`src/rtl/parity_frame_tx.sv`:
```
// parity_frame_tx
//   Serial frame transmitter. Accepts a 7-bit word over valid/ready, computes
//   its even-parity bit and shifts out one 10-bit frame on tx_serial:
//   start(0), 7 data bits LSB first, parity, stop(1). Each bit is held for
//   CLKS_PER_BIT clocks.
//
//   Optional build macro: DAVIO_CROSSCHECK_EN
//     Defined   - a second parity is built by positive-Davio expansion and
//                 compared with the XOR-reduction parity on every accept edge.
//                 A mismatch sets the sticky parity_err flag.
//     Undefined - no cross-check logic; parity_err is tied low.
//
//   Ports
//     clk         rising-edge clock
//     rst_n       asynchronous active-low reset (aborts any frame in flight)
//     din         data word, sampled only on the accept edge
//     din_valid   upstream has a word on din
//     din_ready   block can accept a word this cycle
//     tx_serial   serial line, idles high
//     tx_busy     frame in flight
//     frame_done  one-cycle pulse after the stop bit completes
//     parity_err  sticky cross-check failure flag
module parity_frame_tx #(
  parameter int CLKS_PER_BIT = 4,
  parameter int DATA_W       = 7
) (
  input  logic              clk,
  input  logic              rst_n,
  input  logic [DATA_W-1:0] din,
  input  logic              din_valid,
  output logic              din_ready,
  output logic              tx_serial,
  output logic              tx_busy,
  output logic              frame_done,
  output logic              parity_err
);

  localparam int CW = (CLKS_PER_BIT > 1) ? $clog2(CLKS_PER_BIT) : 1;

  generate
    if (DATA_W != 7) begin : g_bad_width
      $error("parity_frame_tx: DATA_W must be 7");
    end
    if (CLKS_PER_BIT < 2 || CLKS_PER_BIT > 65535) begin : g_bad_cpb
      $error("parity_frame_tx: CLKS_PER_BIT must be 2..65535");
    end
  endgenerate

  typedef enum logic [2:0] {IDLE, START, DATA, PARITY, STOP} state_t;

  state_t            state, state_d;
  logic [CW-1:0]     baud_cnt, baud_cnt_d;
  logic [2:0]        bit_idx, bit_idx_d;
  logic [DATA_W-1:0] data_q, data_d;
  logic              par_q, par_d;
  logic              done_d;
  logic              tx_d;
  logic              accept;
  logic              bit_last;
  logic              par_xor;

  assign par_xor  = ^din;
  assign accept   = din_valid && din_ready;
  assign bit_last = (baud_cnt == CW'(CLKS_PER_BIT - 1));

  // Next-state logic. Outputs are decoded from the *next* state so that
  // every output leaves a flop and lines up with the state it describes.
  always_comb begin
    state_d    = state;
    baud_cnt_d = baud_cnt;
    bit_idx_d  = bit_idx;
    data_d     = data_q;
    par_d      = par_q;
    done_d     = 1'b0;
    case (state)
      IDLE: begin
        if (accept) begin
          data_d     = din;
          par_d      = par_xor;
          baud_cnt_d = '0;
          state_d    = START;
        end
      end
      START: begin
        if (bit_last) begin
          baud_cnt_d = '0;
          bit_idx_d  = 3'd0;
          state_d    = DATA;
        end else begin
          baud_cnt_d = baud_cnt + CW'(1);
        end
      end
      DATA: begin
        if (bit_last) begin
          baud_cnt_d = '0;
          if (bit_idx == 3'd6) state_d = PARITY;
          else                 bit_idx_d = bit_idx + 3'd1;
        end else begin
          baud_cnt_d = baud_cnt + CW'(1);
        end
      end
      PARITY: begin
        if (bit_last) begin
          baud_cnt_d = '0;
          state_d    = STOP;
        end else begin
          baud_cnt_d = baud_cnt + CW'(1);
        end
      end
      STOP: begin
        if (bit_last) begin
          baud_cnt_d = '0;
          done_d     = 1'b1;
          state_d    = IDLE;
        end else begin
          baud_cnt_d = baud_cnt + CW'(1);
        end
      end
      default: begin
        state_d    = IDLE;
        baud_cnt_d = '0;
      end
    endcase

    case (state_d)
      START:   tx_d = 1'b0;
      DATA:    tx_d = data_d[bit_idx_d];
      PARITY:  tx_d = par_d;
      default: tx_d = 1'b1;
    endcase
  end

  always_ff @(posedge clk or negedge rst_n) begin
    if (!rst_n) begin
      state      <= IDLE;
      baud_cnt   <= '0;
      bit_idx    <= 3'd0;
      data_q     <= '0;
      par_q      <= 1'b0;
      tx_serial  <= 1'b1;
      tx_busy    <= 1'b0;
      din_ready  <= 1'b1;
      frame_done <= 1'b0;
    end else begin
      state      <= state_d;
      baud_cnt   <= baud_cnt_d;
      bit_idx    <= bit_idx_d;
      data_q     <= data_d;
      par_q      <= par_d;
      tx_serial  <= tx_d;
      tx_busy    <= (state_d != IDLE);
      din_ready  <= (state_d == IDLE);
      frame_done <= done_d;
    end
  end

`ifdef DAVIO_CROSSCHECK_EN
  // Positive-Davio parity: walking the bits, acc is the parity of the bits
  // already absorbed. Expanding f = x_i ^ acc about x_i gives cofactors
  // f0 = acc, f1 = ~acc, so f = f0 ^ x_i & (f0 ^ f1).
  function automatic logic davio_parity(input logic [DATA_W-1:0] x);
    logic acc, f0, f1;
    acc = 1'b0;
    for (int i = 0; i < DATA_W; i++) begin
      f0  = acc;
      f1  = ~acc;
      acc = f0 ^ (x[i] & (f0 ^ f1));
    end
    return acc;
  endfunction

  always_ff @(posedge clk or negedge rst_n) begin
    if (!rst_n)                                   parity_err <= 1'b0;
    else if (accept && (davio_parity(din) != par_xor)) parity_err <= 1'b1;
  end
`else
  assign parity_err = 1'b0;
`endif

endmodule

```
`config.mk`:
```
export PLATFORM = sky130hd
export DESIGN_NAME = parity_frame_tx
export DESIGN_NICKNAME = d
export VERILOG_FILES = /design/src/rtl/parity_frame_tx.sv
export SDC_FILE = /design/constraint.sdc
export NUM_CORES = 1
export LEC_CHECK = 0
export ABC_AREA = 1
export BUFFER_PORTS_ARGS = -buffer_cell sky130_fd_sc_hd__buf_2
export CAP_MARGIN = 20
export CORE_MARGIN = 2
export CORE_UTILIZATION = 52
export DETAILED_ROUTE_END_ITERATION = 10
export HOLD_SLACK_MARGIN = 0.05
export PLACE_DENSITY_LB_ADDON = 0.12
export SYNTH_ARGS = -nofsm -noshare
export SYNTH_HDL_FRONTEND = slang
export SYNTH_SLANG_ARGS = --single-unit
```
`constraint.sdc`:
```
create_clock -name clk -period 1.5 [get_ports clk]
set_input_delay 0.15 -clock clk [delete_from_list [all_inputs] [get_ports clk]]
set_output_delay 0.15 -clock clk [all_outputs]
set_load 0.005 [all_outputs]
```
==> run_results.csv, run 1 <==
group,metric,value,unit
placement,dp_cells,244,
routing,postRouteAntennaNets,0,
clock_tree,htreeDepth,1,
floorplan,io_pins,15,
global_routing,grt_max_degree,21,
timing,skew,1.45,ps
critical_path,crit_path_max_fanout,6,
critical_path,critPathMostFrequentCell,"nand2_1",
synthesis,muxShareOfSynthArea,0,
run,drv_cap,0,
outcome,status,"complete, but fails checks",
routing,wl_per_cell,11.2,um
global_routing,grt.total_usage,0.216,
layout,diodes,0,
timing,finalMaxSlewViolations,0,
synthesis,synth_top_cell_area_share,0.335,
power_and_ir_drop,p_seq_frac,0.308,
clock_tree,cts.sink_count,20,
synthesis,synth_flop_cell,"dfrtp_1",
critical_path,worstSetupStartpointType,"flip-flop",
layout,drive_above_1_share,0.286,
critical_path,cp.arrival,1740,ps
synthesis,post_synth_inst_count,187,
clock_tree,cts_root_buf,"clkbuf_4",
routing,m1WireLength,1240,um
floorplan,die-area,3010,um^2
timing,setup_violations,1,
synthesis,synth-edff-count,0,
routing,wirelength,2790,um
synthesis,async_flop_share,1.00,
layout,area_growth,21.1,%
routing,drtIter0Drc,39,
power_and_ir_drop,power_frac_clock,0.081,
layout,multi_input_area,704,um^2
power_and_ir_drop,switching_share,0.437,
floorplan,rows,18,
synthesis,synth_cell_types,31,
layout,regArea,505,um^2
critical_path,cp.required,1740,ps
synthesis,synth-seq-cells,20,
power_and_ir_drop,p_leak,0.000928,uW
synthesis,synth_area_leaders,"dfrtp_1, nand2_1, inv_1",
power_and_ir_drop,power.density,1860,nW/um^2
routing,first_pass_iters,4,
synthesis,synthAdderAreaFrac,0.0279,
critical_path,slowest_stage,"dfrtp_2",
layout,stdcell_count,250,
routing,wl_met3,81,um
timing,rsz0062_at_grt,"true",
placement,io_buffer_count,13,
power_and_ir_drop,p_int,1710,uW
timing,hold_slack,240,ps
timing,min_period,1500,ps
power_and_ir_drop,net-switching-power,1330,uW
routing,dr.max_layer_used,"met4",
synthesis,netlist_top_cells_count,"nand2_1, inv_1, dfrtp_1",
synthesis,synth.avg_cell_area,7.20,um^2
synthesis,synth-simple-area-share,0.380,
critical_path,slowest_delay,480,ps
synthesis,synth_top_family_by_area,"simple AND/OR/NAND/NOR gates",
floorplan,core,2450,um^2
synthesis,synth_nets,200,
synthesis,synth_area,1350,um^2
critical_path,path_cells,"inv_1, nand3_2, nand2_1, o21ai_1, a21oi_2, nor2_1, nand2_1, nand3_1, nand2_1",
synthesis,yosysMostFrequentCell,"nand2_1",
layout,nFillCells,221,
placement,place_area,1550,um^2
timing,finalHoldViolCount,0,
global_routing,grt_overflow,0,
synthesis,yosys.area.top_type,"dfrtp_1",
global_routing,grt_pass1_vias,1098,
routing,wl_met2,1430,um
floorplan,die_h,54.9,um
outcome,violations,"negative setup slack",
routing,route.detailed.drc,0,
clock_tree,clockBufferDepth,2,
timing,worst_slack,-0.679,ps
placement,place_hpwl,2260,um
clock_tree,cts_buffers,3,
power_and_ir_drop,comb_power_share,0.611,
critical_path,end_kind,"flip-flop",
placement,place_congestion,0.836,
global_routing,antenna_found_initial,0,
placement,dpl_worst_slack,-230,ps
layout,fin_area,1630,um^2
clock_tree,clk_pin_slew,100,ps
synthesis,ys_warn_count,0,
layout,nets,235,
routing,avgViaCountPerCell,4.91,
synthesis,synth_compound_area_frac,0.0576,
global_routing,grt_pass1_wl,4610,um
clock_tree,cts_tree,"yes",
hold_path,hold_path.class,"in2reg",
timing,fmax,666,MHz
power_and_ir_drop,ir_drop,1.06,mV
synthesis,yosysSeqAreaShare,0.374,
floorplan,die_w,54.9,um
synthesis,synthXorXnorAreaFrac,0.0390,
clock_tree,clock_latency,290,ps
layout,fin_util,0.664,
timing,post-route-period-util,1.00,
floorplan,floorplan.initialDensity,0.548,
routing,vias,1227,
critical_path,worstSetupPathType,"reg2reg",
worst paths after layout:
kind	start	end	slack (ps)	depth (start not counted)
min	din[1]	data_q[1]$_DFF_PN0_	240	5
min reg2reg	data_q[1]$_DFF_PN0_	data_q[1]$_DFF_PN0_	500	2
max reg2reg	state[1]$_DFF_PN0_	tx_serial$_DFF_PN1_	-0.7	9
max in group asynchronous	rst_n	tx_serial$_DFF_PN1_	840	2
max	state[1]$_DFF_PN0_	tx_serial$_DFF_PN1_	-0.7	9
min in group asynchronous	rst_n	baud_cnt[1]$_DFFE_PN0P_	320	2
area by class of cell:
type | count | share of cell area
Tap cell | 30 | 0.0230
Inverter | 36 | 0.0875
Multi-Input combinational cell | 128 | 0.432
Timing Repair Buffer | 33 | 0.134
Clock buffer | 3 | 0.0138
Sequential cell | 20 | 0.310
cells in the final DEF, fill, tap and decap left out, types with 4 or more instances in the layout:
master / Yosys / layout
inv_1: 29 / 28
dfrtp_1: 18 / 16
nand3_2: 4 / 4
buf_2: 0 / 13
nand2_1: 54 / 54
o21ai_1: 2 / 4
nand3_1: 17 / 17
nor2_1: 16 / 16
buf_4: 3 / 19
inv_2: 6 / 6
power by group through the flow:
stage | Clock (uW) | Sequential (uW) | Combinational (uW)
2_1_floorplan | 0 | 931 | 1140
3_3_place_gp | 0 | 920 | 1680
3_5_place_dp | 0 | 939 | 1740
4_1_cts | 249 | 936 | 1820
5_1_grt | 272 | 958 | 2090
6_report | 245 | 934 | 1850
registers in the layout, summed over array words and instances (netlist names):
register and flops:
tx_serial 1, frame_done 1, state 3, par_q 1
data_q 7, tx_busy 1, bit_idx 3, baud_cnt 2
din_ready 1
critical path: cells and delay by family, from the launching register on:
family / cells / cell delay (ps)
buffers and inverters: 1 / 140
flip-flops: 1 / 480
AO/OA/AOI/OAI: 2 / 330
AND/OR/NAND/NOR: 6 / 520
cell families (layout without fill, tap and decap cells):
group                      count (synthesis)  after routing
other                                      1              1
buffers and inverters                     39             72
adders and majority gates                  3              3
xor gates and xnor gates                   6              6
and+or+nand+nor                          105            105
AOI/OAI and AO/OA                         13             13
DFF                                       20             20
layer usage:
metal  track usage  up-vias
li1              -      645
met1         0.262      554
met5             0        -
met4        0.0375        0
met3        0.0410        6
met2         0.397       22
through the flow:
stage                     setup TNS, ps  total power, uW
after detailed placement           -504             2680
after global placement             -158             2600
final                            -0.679             3030
after CTS                             0             3010
after floorplan                       0             2070
after global routing               -210             3320
timing repair:
item	4_1_cts	5_1_grt
buffers inserted	2	0
resized for setup	6	6
endpoints found under the hold margin	18	0
pin swaps	3	1
setup endpoints to repair	6	3
hold buffers	1	0
Power figures use the tool's default switching activity.
==> run 2, diff against run 1 <==
--- a/config.mk
+++ b/config.mk
@@ -13,6 +13,7 @@
 export DETAILED_ROUTE_END_ITERATION = 10
 export HOLD_SLACK_MARGIN = 0.05
 export PLACE_DENSITY_LB_ADDON = 0.12
+export SKIP_LAST_GASP = 1
 export SYNTH_ARGS = -nofsm -noshare
 export SYNTH_HDL_FRONTEND = slang
 export SYNTH_SLANG_ARGS = --single-unit
==> constraint.sdc (replaced) <==
create_clock -name clk -period 1.5 [get_ports clk]
set_input_delay 0.15 -clock clk [delete_from_list [all_inputs] [get_ports clk]]
set_output_delay 0.15 -clock clk [all_outputs]
set_load 0.1 [all_outputs]
==> run 2 against run 1 <==
  * The run still ends with negative setup slack left
  * Flip-flop and latch count is the same
  * Register-to-register slack lost 40 ps
  * Sequential power grew 1%
  * Clock skew grew 3.7 ps
  * Count of clock-buffer cells in the layout grew 1
  * Worst setup slack lost 40 ps
  * Maximum frequency shrank 2.6%
  * Combinational power grew 30%
  * Die area is the same
  * Core utilization grew 3.5 points
  * Critical path depth grew 3
  * Power grew 21%
==> run_results.csv, run 2 (synthesized netlist as in run 1, its figures left out) <==
group,metric,value,unit
outcome,status,"complete, but fails checks",
outcome,violations,"negative setup slack",
floorplan,floorplan.initialDensity,0.548,
timing,min_period,1540,ps
critical_path,slowest_delay,640,ps
routing,route.detailed.drc,0,
floorplan,rows,18,
critical_path,end_kind,"flip-flop",
placement,dp_cells,242,
routing,wl_per_cell,11.8,um
critical_path,crit_path_max_fanout,3,
timing,post-route-period-util,1.03,
power_and_ir_drop,power.density,2140,nW/um^2
timing,fmax,649,MHz
floorplan,io_pins,15,
placement,io_buffer_count,13,
floorplan,die_h,54.9,um
clock_tree,cts_tree,"yes",
layout,layout_common_cells,"nand2_1, inv_1, buf_4",
layout,top_register,"data_q",
global_routing,antenna_found_initial,0,
critical_path,critPathMostFrequentCell,"nand2_1",
clock_tree,cts_buffers,3,
floorplan,die-area,3010,um^2
run,drv_cap,0,
floorplan,die_w,54.9,um
timing,rsz0062_at_grt,"true",
timing,setup_violations,1,
global_routing,grt_overflow,0,
critical_path,cp.required,1750,ps
timing,finalMaxSlewViolations,0,
critical_path,path_cells,"nand2_4, buf_4, nand2_1, nand2_1, nand2_1, nand2_2, nand3_2, nor2_2, nor2_1, nand2_1, nand3_1, nand2_1",
hold_path,min_from,"din[4]",
power_and_ir_drop,p_leak,0.000959,uW
routing,wirelength,2950,um
layout,largest_register_ffs,7,
timing,finalHoldViolCount,0,
routing,vias,1269,
layout,largestRegisters,"data_q x7, bit_idx x3, state x3",
critical_path,worstSetupPathType,"reg2reg",
routing,first_pass_iters,4,
critical_path,worstSetupStartpointType,"flip-flop",
clock_tree,htreeDepth,1,
global_routing,grt_pass1_wl,4640,um
layout,nets,235,
timing,hold_slack,110,ps
clock_tree,cts.sink_count,20,
clock_tree,clk_pin_slew,120,ps
layout,diodes,0,
timing,tns,-40.7,ps
critical_path,rr_endpoint,"tx_serial$_DFF_PN1_",
critical_path,crit_family,"simple AND/OR/NAND/NOR gates",
critical_path,reg2regPathDepth,12,
critical_path,path_buf_inv,1,
routing,avgViaCountPerCell,5.06,
critical_path,r2r_start,"din_ready$_DFF_PN1_",
hold_path,holdPathStages,3,
global_routing,grt_pass1_vias,1108,
critical_path,r2r_setup_slack,-40,ps
clock_tree,clock_latency,310,ps
critical_path,slowest_stage,"dfstp_4",
layout,layout_commonest_cell,"nand2_1",
layout,stdcell_count,251,
clock_tree,cts_root_buf,"clkbuf_4",
floorplan,core,2450,um^2
hold_path,hold_path_end,"data_q[4]$_DFF_PN0_",
placement,place_congestion,0.867,
timing,worst_slack,-40.7,ps
layout,drive_above_1_share,0.339,
placement,place_hpwl,2200,um
global_routing,grt.total_usage,0.222,
layout,area_growth,27.4,%
critical_path,cp.arrival,1790,ps
power_and_ir_drop,power.total,3670,uW
timing,skew,5.11,ps
power_and_ir_drop,ir_drop,1.28,mV
routing,postRouteAntennaNets,0,
global_routing,grt_max_degree,21,
clock_tree,clockBufferDepth,2,
hold_path,hold_path.class,"in2reg",
routing,drtIter0Drc,20,
-- run 2: changes by cell type in the layout (fill, tap and decap cells not counted), moves of 2 or more --
cell / delta
nand2_4: +2
dfrtp_2: -2
dfrtp_1: +2
inv_1: -2
nand2_1: -6
o21ai_2: +2
o21ai_1: -2
nand2_2: +4
-- run 2: worst max path at each step --
stage / startpoint / endpoint / depth (start not counted)
finish: din_ready$_DFF_PN1_ / tx_serial$_DFF_PN1_ / 12
global route: bit_idx[0]$_DFF_PN0_ / tx_serial$_DFF_PN1_ / 13
global placement: baud_cnt[0]$_DFFE_PN0P_ / tx_serial$_DFF_PN1_ / 10
detailed placement: baud_cnt[0]$_DFFE_PN0P_ / tx_serial$_DFF_PN1_ / 10
CTS: din_ready$_DFF_PN1_ / tx_serial$_DFF_PN1_ / 11
floorplan: din_ready$_DFF_PN1_ / tx_serial$_DFF_PN1_ / 11
-- run 2: timing repair --
action / CTS / global route
hold buffers: 1 / 0
gates resized for setup: 8 / 12
hold endpoints to repair: 18 / 0
pin swaps: 4 / 9
endpoints found under the setup margin: 6 / 5
setup buffers: 2 / 3
-- run 2: worst register-to-register path: stages, from the launching register on --
cell,delay (ps)
dfstp_4,640
nand2_4,50
buf_4,140
nand2_1,50
nand2_1,40
nand2_1,60
nand2_2,80
nand3_2,70
nor2_2,40
nor2_1,120
nand2_1,70
nand3_1,70
nand2_1,50
-- run 2: metrics by stage --
stage                     area (um^2)  setup WS (ps)   util
after CTS                        1660           3.05  0.677
after global routing             1720           -147  0.699
after global placement           1570           -112  0.640
after floorplan                  1360           -136      -
after detailed placement         1570           -156  0.640
final                            1720          -40.7  0.699
-- run 2: layout make-up --
| cell class | count | area [um^2] |
|---|---|---|
| Clock buffer | 4 | 36.3 |
| Fill cell | 193 | 739 |
| Inverter | 36 | 145 |
| Multi-Input combinational cell | 128 | 757 |
| Sequential cell | 20 | 507 |
| Tap cell | 30 | 37.5 |
| Timing Repair Buffer | 33 | 233 |
-- run 2: layer usage --
metal  track usage  vias to the layer above  routed length (um)
li1              -                      639                   -
met1         0.262                      601                1380
met2         0.391                       21                1440
met3        0.0355                        8                  66
met4        0.0958                        0                  62
met5             0                        -                   0
-- run 2: where the power goes --
group	internal [uW]	switching, uW	total [uW]
clock	148	175	323
sequential	796	150	946
combinational	924	1480	2400
